[config.mk]
export PLATFORM = sky130hd
export DESIGN_NAME = uart_tx
export DESIGN_NICKNAME = d
export VERILOG_FILES = /design/src/rtl/uart_tx.sv
export SDC_FILE = /design/constraint.sdc
export NUM_CORES = 1
export LEC_CHECK = 0
export CORE_ASPECT_RATIO = 0.5
export CORE_MARGIN = 3
export CORE_UTILIZATION = 55
export CTS_CLUSTER_SIZE = 16
export DETAILED_ROUTE_END_ITERATION = 7
export PLACE_DENSITY = 0.7
export SLEW_MARGIN = 15
export SYNTH_ARGS = -nofsm -noshare
export SYNTH_HDL_FRONTEND = slang
export SYNTH_SLANG_ARGS = --single-unit
export TNS_END_PERCENT = 20
[constraint.sdc]
create_clock -name uart_clock -period 6.8 [get_ports uart_clock]
set_input_delay 1.36 -clock uart_clock [delete_from_list [all_inputs] [get_ports uart_clock]]
set_output_delay 1.36 -clock uart_clock [all_outputs]
set_load 0.1 [all_outputs]
[src/rtl/uart_tx.sv]
// uart_tx: byte-parallel to serial 8N1 transmitter with a small byte FIFO.
// Bytes enter over a valid/ready handshake and leave LSB-first on an idle-high line.
module uart_tx #(
    parameter logic [23:0] baud_rate  = 24'd2000000,
    parameter logic [27:0] clock_freq = 28'd100000000,
    parameter int unsigned fifo_depth = 4
) (
    input  logic       uart_clock,
    input  logic       uart_reset,
    input  logic [7:0] uart_d_in,
    input  logic       uart_d_valid,
    output logic       uart_ready,
    output logic       uart_d_out,
    output logic       uart_busy,
    output logic [4:0] uart_fifo_count
);

    // Clock cycles per serial bit.
    localparam logic [23:0] P      = 24'(clock_freq / 28'(baud_rate));
    localparam logic [23:0] P_LAST = P - 24'd1;
    localparam int unsigned AW     = $clog2(fifo_depth);
    localparam logic [4:0]  DEPTH  = 5'(fifo_depth);

    // Reject bit periods shorter than two clocks and unsupported FIFO sizes.
    if (P < 24'd2 || fifo_depth < 2 || fifo_depth > 16 ||
        (fifo_depth & (fifo_depth - 1)) != 0) begin : g_param_check
        $error("uart_tx: invalid parameters (need P >= 2, fifo_depth power of two in 2..16)");
    end

    typedef enum logic [1:0] {
        S_IDLE,
        S_START,
        S_DATA,
        S_STOP
    } state_t;

    state_t          state_q, state_d;
    logic [23:0]     clk_cnt_q, clk_cnt_d;
    logic [2:0]      bit_cnt_q, bit_cnt_d;
    logic [7:0]      shift_q, shift_d;
    logic            d_out_q, d_out_d;
    logic            ready_q, ready_d;
    logic            busy_q, busy_d;
    logic [4:0]      count_q, count_d;
    logic [AW-1:0]   wr_ptr_q, wr_ptr_d;
    logic [AW-1:0]   rd_ptr_q, rd_ptr_d;
    logic [7:0]      mem_q [fifo_depth];

    logic            push;
    logic            pop;
    logic            fifo_empty;
    logic            cnt_last;

    // Next-state, FIFO bookkeeping and registered-output values.
    always_comb begin
        state_d    = state_q;
        clk_cnt_d  = clk_cnt_q;
        bit_cnt_d  = bit_cnt_q;
        shift_d    = shift_q;
        d_out_d    = d_out_q;
        pop        = 1'b0;
        push       = uart_d_valid && ready_q;
        fifo_empty = (count_q == 5'd0);
        cnt_last   = (clk_cnt_q == P_LAST);

        case (state_q)
            S_IDLE: begin
                d_out_d = 1'b1;
                if (!fifo_empty) begin
                    pop       = 1'b1;
                    shift_d   = mem_q[rd_ptr_q];
                    d_out_d   = 1'b0;
                    clk_cnt_d = 24'd0;
                    state_d   = S_START;
                end
            end
            S_START: begin
                if (cnt_last) begin
                    clk_cnt_d = 24'd0;
                    d_out_d   = shift_q[0];
                    bit_cnt_d = 3'd0;
                    state_d   = S_DATA;
                end else begin
                    clk_cnt_d = clk_cnt_q + 24'd1;
                end
            end
            S_DATA: begin
                if (cnt_last) begin
                    clk_cnt_d = 24'd0;
                    if (bit_cnt_q == 3'd7) begin
                        d_out_d = 1'b1;
                        state_d = S_STOP;
                    end else begin
                        shift_d   = {1'b0, shift_q[7:1]};
                        d_out_d   = shift_q[1];
                        bit_cnt_d = bit_cnt_q + 3'd1;
                    end
                end else begin
                    clk_cnt_d = clk_cnt_q + 24'd1;
                end
            end
            S_STOP: begin
                if (cnt_last) begin
                    clk_cnt_d = 24'd0;
                    if (!fifo_empty) begin
                        // Back-to-back frame: next start bit follows the stop bit directly.
                        pop     = 1'b1;
                        shift_d = mem_q[rd_ptr_q];
                        d_out_d = 1'b0;
                        state_d = S_START;
                    end else begin
                        state_d = S_IDLE;
                    end
                end else begin
                    clk_cnt_d = clk_cnt_q + 24'd1;
                end
            end
            default: begin
                state_d = S_IDLE;
                d_out_d = 1'b1;
            end
        endcase

        wr_ptr_d = push ? (wr_ptr_q + AW'(1)) : wr_ptr_q;
        rd_ptr_d = pop  ? (rd_ptr_q + AW'(1)) : rd_ptr_q;

        case ({push, pop})
            2'b10:   count_d = count_q + 5'd1;
            2'b01:   count_d = count_q - 5'd1;
            default: count_d = count_q;
        endcase

        ready_d = (count_d != DEPTH);
        busy_d  = (state_d != S_IDLE) || (count_d != 5'd0);
    end

    // State, counters, pointers and outputs; reset returns the line high at once.
    always_ff @(posedge uart_clock or posedge uart_reset) begin
        if (uart_reset) begin
            state_q   <= S_IDLE;
            clk_cnt_q <= 24'd0;
            bit_cnt_q <= 3'd0;
            shift_q   <= 8'd0;
            d_out_q   <= 1'b1;
            ready_q   <= 1'b1;
            busy_q    <= 1'b0;
            count_q   <= 5'd0;
            wr_ptr_q  <= '0;
            rd_ptr_q  <= '0;
        end else begin
            state_q   <= state_d;
            clk_cnt_q <= clk_cnt_d;
            bit_cnt_q <= bit_cnt_d;
            shift_q   <= shift_d;
            d_out_q   <= d_out_d;
            ready_q   <= ready_d;
            busy_q    <= busy_d;
            count_q   <= count_d;
            wr_ptr_q  <= wr_ptr_d;
            rd_ptr_q  <= rd_ptr_d;
        end
    end

    // FIFO storage; contents need no reset since the pointers define validity.
    always_ff @(posedge uart_clock) begin
        if (push) begin
            mem_q[wr_ptr_q] <= uart_d_in;
        end
    end

    assign uart_ready      = ready_q;
    assign uart_d_out      = d_out_q;
    assign uart_busy       = busy_q;
    assign uart_fifo_count = count_q;

endmodule
# Word level (Yosys, flattened, before mapping)
# Memories as Yosys holds them, arrays and structs flattened.
# Cells that the tools add are included.
[word_totals]
reg_bits = 49
mem_bits_rw = 32
inputBits = 11
memories = 1
[memory_table]
columns = ["memory", "depth", "word_bits", "read_ports", "rd_clocked_by_memory_dff", "wr", "line", "source"]
rows = [
  ["mem_q", 4, 8, 1, 0, 1, "47", "logic [7:0] mem_q [fifo_depth];"],
]
[classes]
addsub = 6
n_eq_ne = 14
n_mux = 32
n_reduce_logical = 12
[op_table]
columns = ["op", "count"]
rows = [
  ["24-bit 2-to-1 mux", 2],
  ["24-bit case mux with 2 select lines", 1],
  ["8-bit 2-to-1 mux", 4],
  ["24-bit by 1-bit adder with 24-bit output (second input constant)", 1],
  ["24-bit by 6-bit equality test with 1-bit output (second input constant)", 1],
  ["8-bit case mux with 3 select lines", 1],
  ["2-bit inequality test (second input constant)", 6],
  ["4-bit AND reduction", 3],
  ["1-bit 2-to-1 mux", 11],
  ["2-bit 2-to-1 mux", 5],
  ["5-bit case mux with 2 select lines", 1],
  ["3-bit 2-to-1 mux", 3],
  ["2-bit case mux with 4 select lines", 1],
  ["2-bit equality test (second input constant)", 3],
  ["3-bit case mux with 2 select lines", 1],
  ["5-bit by 1-bit adder with 5-bit output (second input constant)", 1],
  ["5-bit logical NOT", 1],
  ["5-bit by 3-bit inequality test with 1-bit output (second input constant)", 1],
  ["5-bit nonzero test", 1],
  ["5-bit by 1-bit subtractor with 5-bit output (second input constant)", 1],
  ["2-bit by 1-bit adder with 2-bit output (second input constant)", 2],
  ["2-bit by 1-bit equality test with 1-bit output (second input constant)", 2],
  ["1-bit case mux with 4 select lines", 1],
  ["2-bit nonzero test", 2],
  ["other kinds (8)", 8],
]

# Logic depth before layout (Yosys ltp)
# Gate-level depths: netlist of the first run.
[logic_depth]
ltp_word = 8
mapped_depth = 16
mapped_depth_nobuf = 15

# Worst setup path after synthesis of the first run
# OpenSTA, ideal clock, no wires.
[synth_path]
path_kind = "in2reg"
from = "input port uart_d_valid"
to = "register busy_q, in the netlist uart_busy"
setup_ns = 0.138
arrival_ns = 3.583
required_ns = 6.662
setup_slack_ns = 3.079
cell_stages = 10
n_path_buf = 0
path_cell_list = "o2bb2ai_1 a211oi_1 and2_1 xor2_1 ha_1 a21o_1 or3_1 and4_4 nor4b_2 nand3_1"
[synth_via]
elab_chain_len = 5
elab_cells_between_ends = 6
classes_between = "eq/ne (2); mux (1); reduce/logical (3)"
[synth_rtl]
columns = ["item", "line", "source"]
rows = [
  ["start, declared", "11", "input logic uart_d_valid,"],
  ["1-bit logical AND (*)", "62", "push = uart_d_valid && ready_q;"],
  ["2-bit by 1-bit equality test with 1-bit output or 2-bit equality test (tied branches)", "127", "case ({push, pop})"],
  ["5-bit case mux with 2 select lines (*)", "127", ""],
  ["via count_d[2]", "44", "logic [4:0] count_q, count_d;"],
  ["5-bit nonzero test (*)", "134", "busy_d = (state_d != S_IDLE) || (count_d != 5'd0);"],
  ["1-bit logical OR (*)", "134", ""],
  ["via busy_d", "43", "logic busy_q, busy_d;"],
  ["end signal, assigned", "157", "busy_q <= busy_d;"],
  ["end, declared", "43", ""],
]
# The timed path passes the listed nets; every way through them passes the cells marked *.
# A chain may end at the register's enable or synchronous reset.

# Worst setup path in the final report of the first run
# Ends and elaborated chain as after synthesis.

==> qor.yml, run 1 <==
period_needed_ns: 4.36
gp_congestion: 0.824
hold_buffers: 0
die-area_um2: 8600
drt-pass1-iter-count: 4
nets: 410
antenna_found_initial: 0
cp.arrival_ns: 4.56
drc: 0
syn_inst: 372
crit_family: "simple AND/OR/NAND/NOR gates"
synth_edf_count: 32
clk_latency_ns: 0.33
cp-start-kind: "input pin"
peakVddDrop_mv: 0.191
reg2reg_slack_ns: 2.79
post_drt_via_cell_ratio: 5.93
ys_warn_count: 0
synth.net_count: 397
crit_required_ns: 7.00
finalSetupViolCount: 0
status: "completed"
grt_max_degree: 50
p_total_mw: 1.93
async_flop_share_pct: 60.5
cts_sinks: 81
die_x_um: 128
cts_inserted_buffers: 9
synth_area_um2: 4110
first_iter_violations: 159
antenna_left: 0
dp_hpwl_um: 5310
min_path_type: "register to register"
grt_pass1_wl_um: 13900
std_cell_rows: 21
ys.flop_type: "dfrtp_1"
crit_chain: "clkdlybuf4s50_1, o2bb2ai_1, a211oi_1, and2_1, xor2_1, ha_1, a21o_1, or3_1, and4_4, nor4b_2, nand3_1"
fillers: 526
diodes: 0
grtUsageTotal_pct: 21.1
slowest_delay_ns: 0.80
layout_commonest_cell: "dfrtp_1"
cts.htree.levels: 3
ios: 19
path_max_fanout: 8
wirelength_um: 8030
synth.avg_cell_area_um2: 11.0
maxCapViolCount: 0
die_y_um: 67.1
layout_common_cells: "dfrtp_1 (47), nand2_1 (36), edfxtp_1 (32)"
maxSlewHeadroom_pct: 32.2
grt.overflow.total: 0
dp_cells: 466
netlist-cell-type-count: 54
worst-setup-path-type: "input pin to register"
cts_repair_resize_count: 0
fmax_ghz: 0.230
power-per-cell-area_nw_per_um2: 418
slew_viol_final: 0
synth_area_leader_cell: "dfrtp_1"
rsz0062_at_grt: "no"
root_buffer: "clkbuf_16"
post-route-period-util_pct: 64.1
drive_above_1_share_pct: 11.1
post_cts_buffers: 0
cp_num_buf_inv: 1
skew_ns: 0.00544
tns_ns: 0
finalHoldViolations: 0
yosysSeqAreaShare_pct: 53.3
max_slew.worst_pin.slew_ns: 1.02
grt_pass1_vias: 2896
cts.path.max_buffers: 2
clk_pin_slew_ns: 0.06
crit_path_top_delay_cell: "a211oi_1"
num_vias: 2851
initial_core_util_pct: 59.0
synthTopCellsByArea: "dfrtp_1 (29%), edfxtp_1 (23%), mux4_2 (4.4%)"
leakage_nw: 1.75
ys_ff_latch: 81
coreArea_um2: 6960
wl_per_cell_um: 16.7
cts_tree: "done"
io_buffers: 18
final_util_pct: 66.4
final_cells: 481
areaGrowthSynthToFinish_pct: 12.6
synth_top_area_share_pct: 28.6
cp-end-kind: "register"
-- worst register-to-register path: cells and delay by family (launching register included) --
| family | cells | cell delay [ns] |
|---|---|---|
| adder cells (fa/ha/maj) | 1 | 0.24 |
| flip-flops | 1 | 0.41 |
| AO/OA/AOI/OAI | 2 | 0.86 |
| XOR/XNOR | 1 | 0.10 |
| AND/OR/NAND/NOR | 7 | 2.26 |
-- per-layer routing --
metal	global-route usage, %	wire length [µm]	share of wire [%]
met1	26.6	3720	46
met2	35.1	3830	48
met3	5.84	386	4.8
met4	7.67	95	1.2
met5	0	0	0
-- cell families after synthesis --
logic type | Yosys count | synth area share, %
and+or+nand+nor | 128 | 16.3
AOI/OAI and AO/OA | 84 | 12.3
DFF | 81 | 53.3
buffers and inverters | 30 | 3.05
muxes | 21 | 7.77
xor gates and xnor gates | 14 | 2.99
adders and majority gates | 14 | 4.27
-- worst paths after layout --
check	startpoint	end	cells after the start
worst max-delay path	uart_d_valid	uart_busy	11
min in group asynchronous	uart_reset	clk_cnt_q[18]	2
worst min-delay path	clk_cnt_q[22]	clk_cnt_q[22]	1
max in group asynchronous	uart_reset	clk_cnt_q[14]	2
worst min register to register	clk_cnt_q[22]	clk_cnt_q[22]	1
worst max register to register	clk_cnt_q[2]	uart_busy	11
-- per-stage QoR --
| stage | hold WS, ns | worst slack, ns | instance area [µm²] |
|---|---|---|---|
| 3_5_place_dp | 0.510 | 2.19 | 4330 |
| 4_1_cts | 0.520 | 2.46 | 4620 |
| 6_report | 0.515 | 2.44 | 4620 |
| 3_3_place_gp | 0.485 | 2.39 | 4330 |
| 2_1_floorplan | 0.453 | 3.08 | 4110 |
| 5_1_grt | 0.529 | 2.22 | 4620 |
-- cell usage after synthesis, types with 8 or more instances --
master / n
nor2_1: 24
nand2_1: 36
mux4_2: 8
a21oi_1: 16
ha_1: 14
o21ai_0: 29
mux2i_1: 9
inv_1: 14
o21ai_1: 13
clkbuf_1: 13
dfrtp_1: 47
edfxtp_1: 32
nand3_1: 13
nor3_1: 9
-- report_power, final --
part,internal (mW),switching [mW]
Clock,0.283,0.188
Combinational,0.266,0.464
Sequential,0.626,0.104
-- layout make-up --
class	count	area, µm²	share of cell area, %
Inverter	14	52.6	1.14
Multi-Input combinational cell	261	1790	38.7
Clock inverter	6	67.6	1.46
Tap cell	92	115	2.49
Timing Repair Buffer	18	180	3.90
Sequential cell	81	2190	47.4
Clock buffer	9	225	4.87
-- state kept, by name, summed over array words and instances, names as in the netlist --
register / flops
bit_cnt_q: 3
clk_cnt_q: 24
mem_q: 32
rd_ptr_q: 2
shift_q: 8
state_q: 2
uart_busy: 1
uart_d_out: 1
uart_fifo_count: 5
uart_ready: 1
wr_ptr_q: 2
Note: power is estimated with default switching activity, not from simulation.
==> inputs of run 2 (changes only) <==
--- a/config.mk
+++ b/config.mk
@@ -7,10 +7,10 @@
 export LEC_CHECK = 0
 export CORE_ASPECT_RATIO = 0.5
 export CORE_MARGIN = 3
-export CORE_UTILIZATION = 55
+export CORE_UTILIZATION = 54
 export CTS_CLUSTER_SIZE = 16
 export DETAILED_ROUTE_END_ITERATION = 7
-export PLACE_DENSITY = 0.7
+export PLACE_DENSITY = 0.71
 export SLEW_MARGIN = 15
 export SYNTH_ARGS = -nofsm -noshare
 export SYNTH_HDL_FRONTEND = slang
==> constraint.sdc (replaced) <==
create_clock -name uart_clock -period 3.8 [get_ports uart_clock]
set_input_delay 0.76 -clock uart_clock [delete_from_list [all_inputs] [get_ports uart_clock]]
set_output_delay 0.76 -clock uart_clock [all_outputs]
set_load 0.1 [all_outputs]
==> run 2 against run 1 <==
Combinational power grew 81%; worst hold slack lost 0.016 ns; worst setup slack got worse by 2.2 ns; core utilization is 0.38 points higher; sequential share of layout area fell by 0.62 points; clock power increased by 100%; non-clock buffer count up 3; clock skew rose by 0.0019 ns; register-to-register slack got worse by 2.5 ns; flip-flop and latch count is the same; critical endpoint unchanged; highest routed layer unchanged.
==> qor.yml, run 2 (same netlist as run 1, synthesis figures left out) <==
leakage_nw: 1.79  # +2.4%
post_drt_via_cell_ratio: 6.01  # +1.4%
grt.overflow.total: 0  # unchanged
slowest_delay_ns: 0.54  # -0.26 ns
largest_reg_flops: 32  # unchanged
drt-pass1-iter-count: 5  # +1
cts_sinks: 81  # unchanged
maxCapViolCount: 0  # unchanged
wl_per_cell_um: 17.0  # +1.8%
finalSetupViolCount: 0  # unchanged
tns_ns: 0  # unchanged
period_needed_ns: 3.51
crit_family: "simple AND/OR/NAND/NOR gates"
startpoint: "clk_cnt_q[2]"
cp-start-kind: "register"
max_slew.worst_pin.slew_ns: 1.02  # +0.00339 ns
crit_chain: "or4_1, or4_4, nor2_2, a21oi_1, nor3_2, ha_1, nand2b_1, nor3_1, nor3_1, and4_4, nor4b_2, nand3_1"
drc: 0  # unchanged
drive_above_1_share_pct: 12.0  # +0.91 points
antenna_found_initial: 0  # unchanged
grt_pass1_wl_um: 14100  # +1.3%
cts.path.max_buffers: 2  # unchanged
layout_common_cells: "dfrtp_1 (47), nand2_1 (36), edfxtp_1 (32)"
status: "completed"
diodes: 0  # unchanged
die-area_um2: 8750  # +1.7%
ios: 19  # unchanged
cp-end-kind: "register"
num_vias: 2915  # +2.2%
crit_path_top_delay_cell: "or4_4"
cp_num_buf_inv: 0  # -1
wirelength_um: 8250  # +2.7%
post-route-period-util_pct: 92.3
die_y_um: 67.7  # +0.84%
power-per-cell-area_nw_per_um2: 767  # +83%
fmax_ghz: 0.285
nets: 413  # +0.73%
clk_latency_ns: 0.34  # about the same
coreArea_um2: 7020  # +0.75%
dp_hpwl_um: 5460  # +2.9%
min_path_type: "register to register"
timing.rr.end: "uart_busy"
cts_inserted_buffers: 9  # unchanged
post_cts_buffers: 0  # unchanged
cts.htree.levels: 3  # unchanged
peakVddDrop_mv: 0.450  # +140%
layout_commonest_cell: "dfrtp_1"
r2r-start: "clk_cnt_q[2]"
top_register: "mem_q"
hold_buffers: 0  # unchanged
antenna_left: 0  # unchanged
slew_viol_final: 0  # unchanged
ff2ff_path_depth: 12  # +1
io_buffers: 18  # unchanged
crit_cells: 12  # +1
first_iter_violations: 174  # +9.4%
finalHoldViolations: 0  # unchanged
die_x_um: 129  # +0.88%
reg2reg_slack_ns: 0.29  # -2.50 ns
grt_pass1_vias: 2895  # -0.035%
grtUsageTotal_pct: 21.3  # +0.24 points
crit_required_ns: 4.00  # -3.00 ns
maxSlewHeadroom_pct: 31.9  # -0.23 points
gp_congestion: 0.837  # +1.7%
grt_max_degree: 50  # unchanged
cts_repair_resize_count: 0  # unchanged
worst-setup-path-type: "register to register"
path_max_fanout: 9  # +1
std_cell_rows: 21  # unchanged
setup.worst_path.end: "uart_busy"
path_common_cell: "nor3_1"
cp.arrival_ns: 3.71  # -0.85 ns
cts_tree: "done"
root_buffer: "clkbuf_16"
clk_pin_slew_ns: 0.06  # about the same
initial_core_util_pct: 58.5  # -0.44 points
p_total_mw: 3.59  # +86%
skew_ns: 0.00738  # +0.00194 ns
reg.largest.list: "mem_q: 32 flops, clk_cnt_q: 24 flops, shift_q: 8 flops"
areaGrowthSynthToFinish_pct: 14.1
rsz0062_at_grt: "no"
[run 2: how the worst min path moves through the flow]
stage                              from       endpoint  slack [ns]  cells past startpoint
final                     clk_cnt_q[22]  clk_cnt_q[22]        0.50                      1
after global routing         uart_d_out     uart_d_out        0.55                      2
after CTS                 clk_cnt_q[22]  clk_cnt_q[22]        0.50                      1
after detailed placement  clk_cnt_q[22]  clk_cnt_q[22]        0.48                      1
after global placement    clk_cnt_q[22]  clk_cnt_q[22]        0.48                      1
after floorplan           clk_cnt_q[22]  clk_cnt_q[22]        0.45                      1
[run 2: layout make-up]
cell class / instances / area [µm²]
fill: 516 / 2330
inverter: 14 / 52.6
multi-input combinational: 261 / 1790
timing repair buffer: 21 / 203
clock inverter: 7 / 106
clock buffer: 9 / 225
sequential: 81 / 2190
tap: 92 / 115
[run 2: power by group]
part	internal [mW]	switching [mW]	total [mW]
combinational	0.482	0.836	1.32
sequential	1.12	0.192	1.31
clock	0.589	0.370	0.960
[run 2: metal layers]
metal	share of wire, %	track usage (%)	vias to the layer above
met5	0	0	-
met4	1.5	7.72	0
met3	4.3	6.71	13
met2	50	37.0	72
met1	45	25.5	1429
li1	-	-	1401
[run 2: stage by stage]
step / hold WS, ns / setup slack [ns] / std cells / cell area [µm²] / utilization [%]
floorplan: 0.453 / 0.142 / 372 / 4110 / -
global placement: 0.483 / 0.450 / 469 / 4350 / 62.0
detailed placement: 0.485 / 0.317 / 469 / 4350 / 62.0
CTS: 0.497 / 0.304 / 485 / 4680 / 66.7
global route: 0.546 / 0.0711 / 485 / 4680 / 66.7
finish: 0.499 / 0.292 / 485 / 4680 / 66.7
==> inputs of run 3 (changes only) <==
--- a/config.mk
+++ b/config.mk
@@ -8,6 +8,7 @@
 export CORE_ASPECT_RATIO = 0.5
 export CORE_MARGIN = 3
 export CORE_UTILIZATION = 54
+export CTS_CLUSTER_DIAMETER = 100
 export CTS_CLUSTER_SIZE = 16
 export DETAILED_ROUTE_END_ITERATION = 7
 export PLACE_DENSITY = 0.71
==> results of run 3 <==
Same layout as run 2: the final DEF is identical, and so are final timing and power.
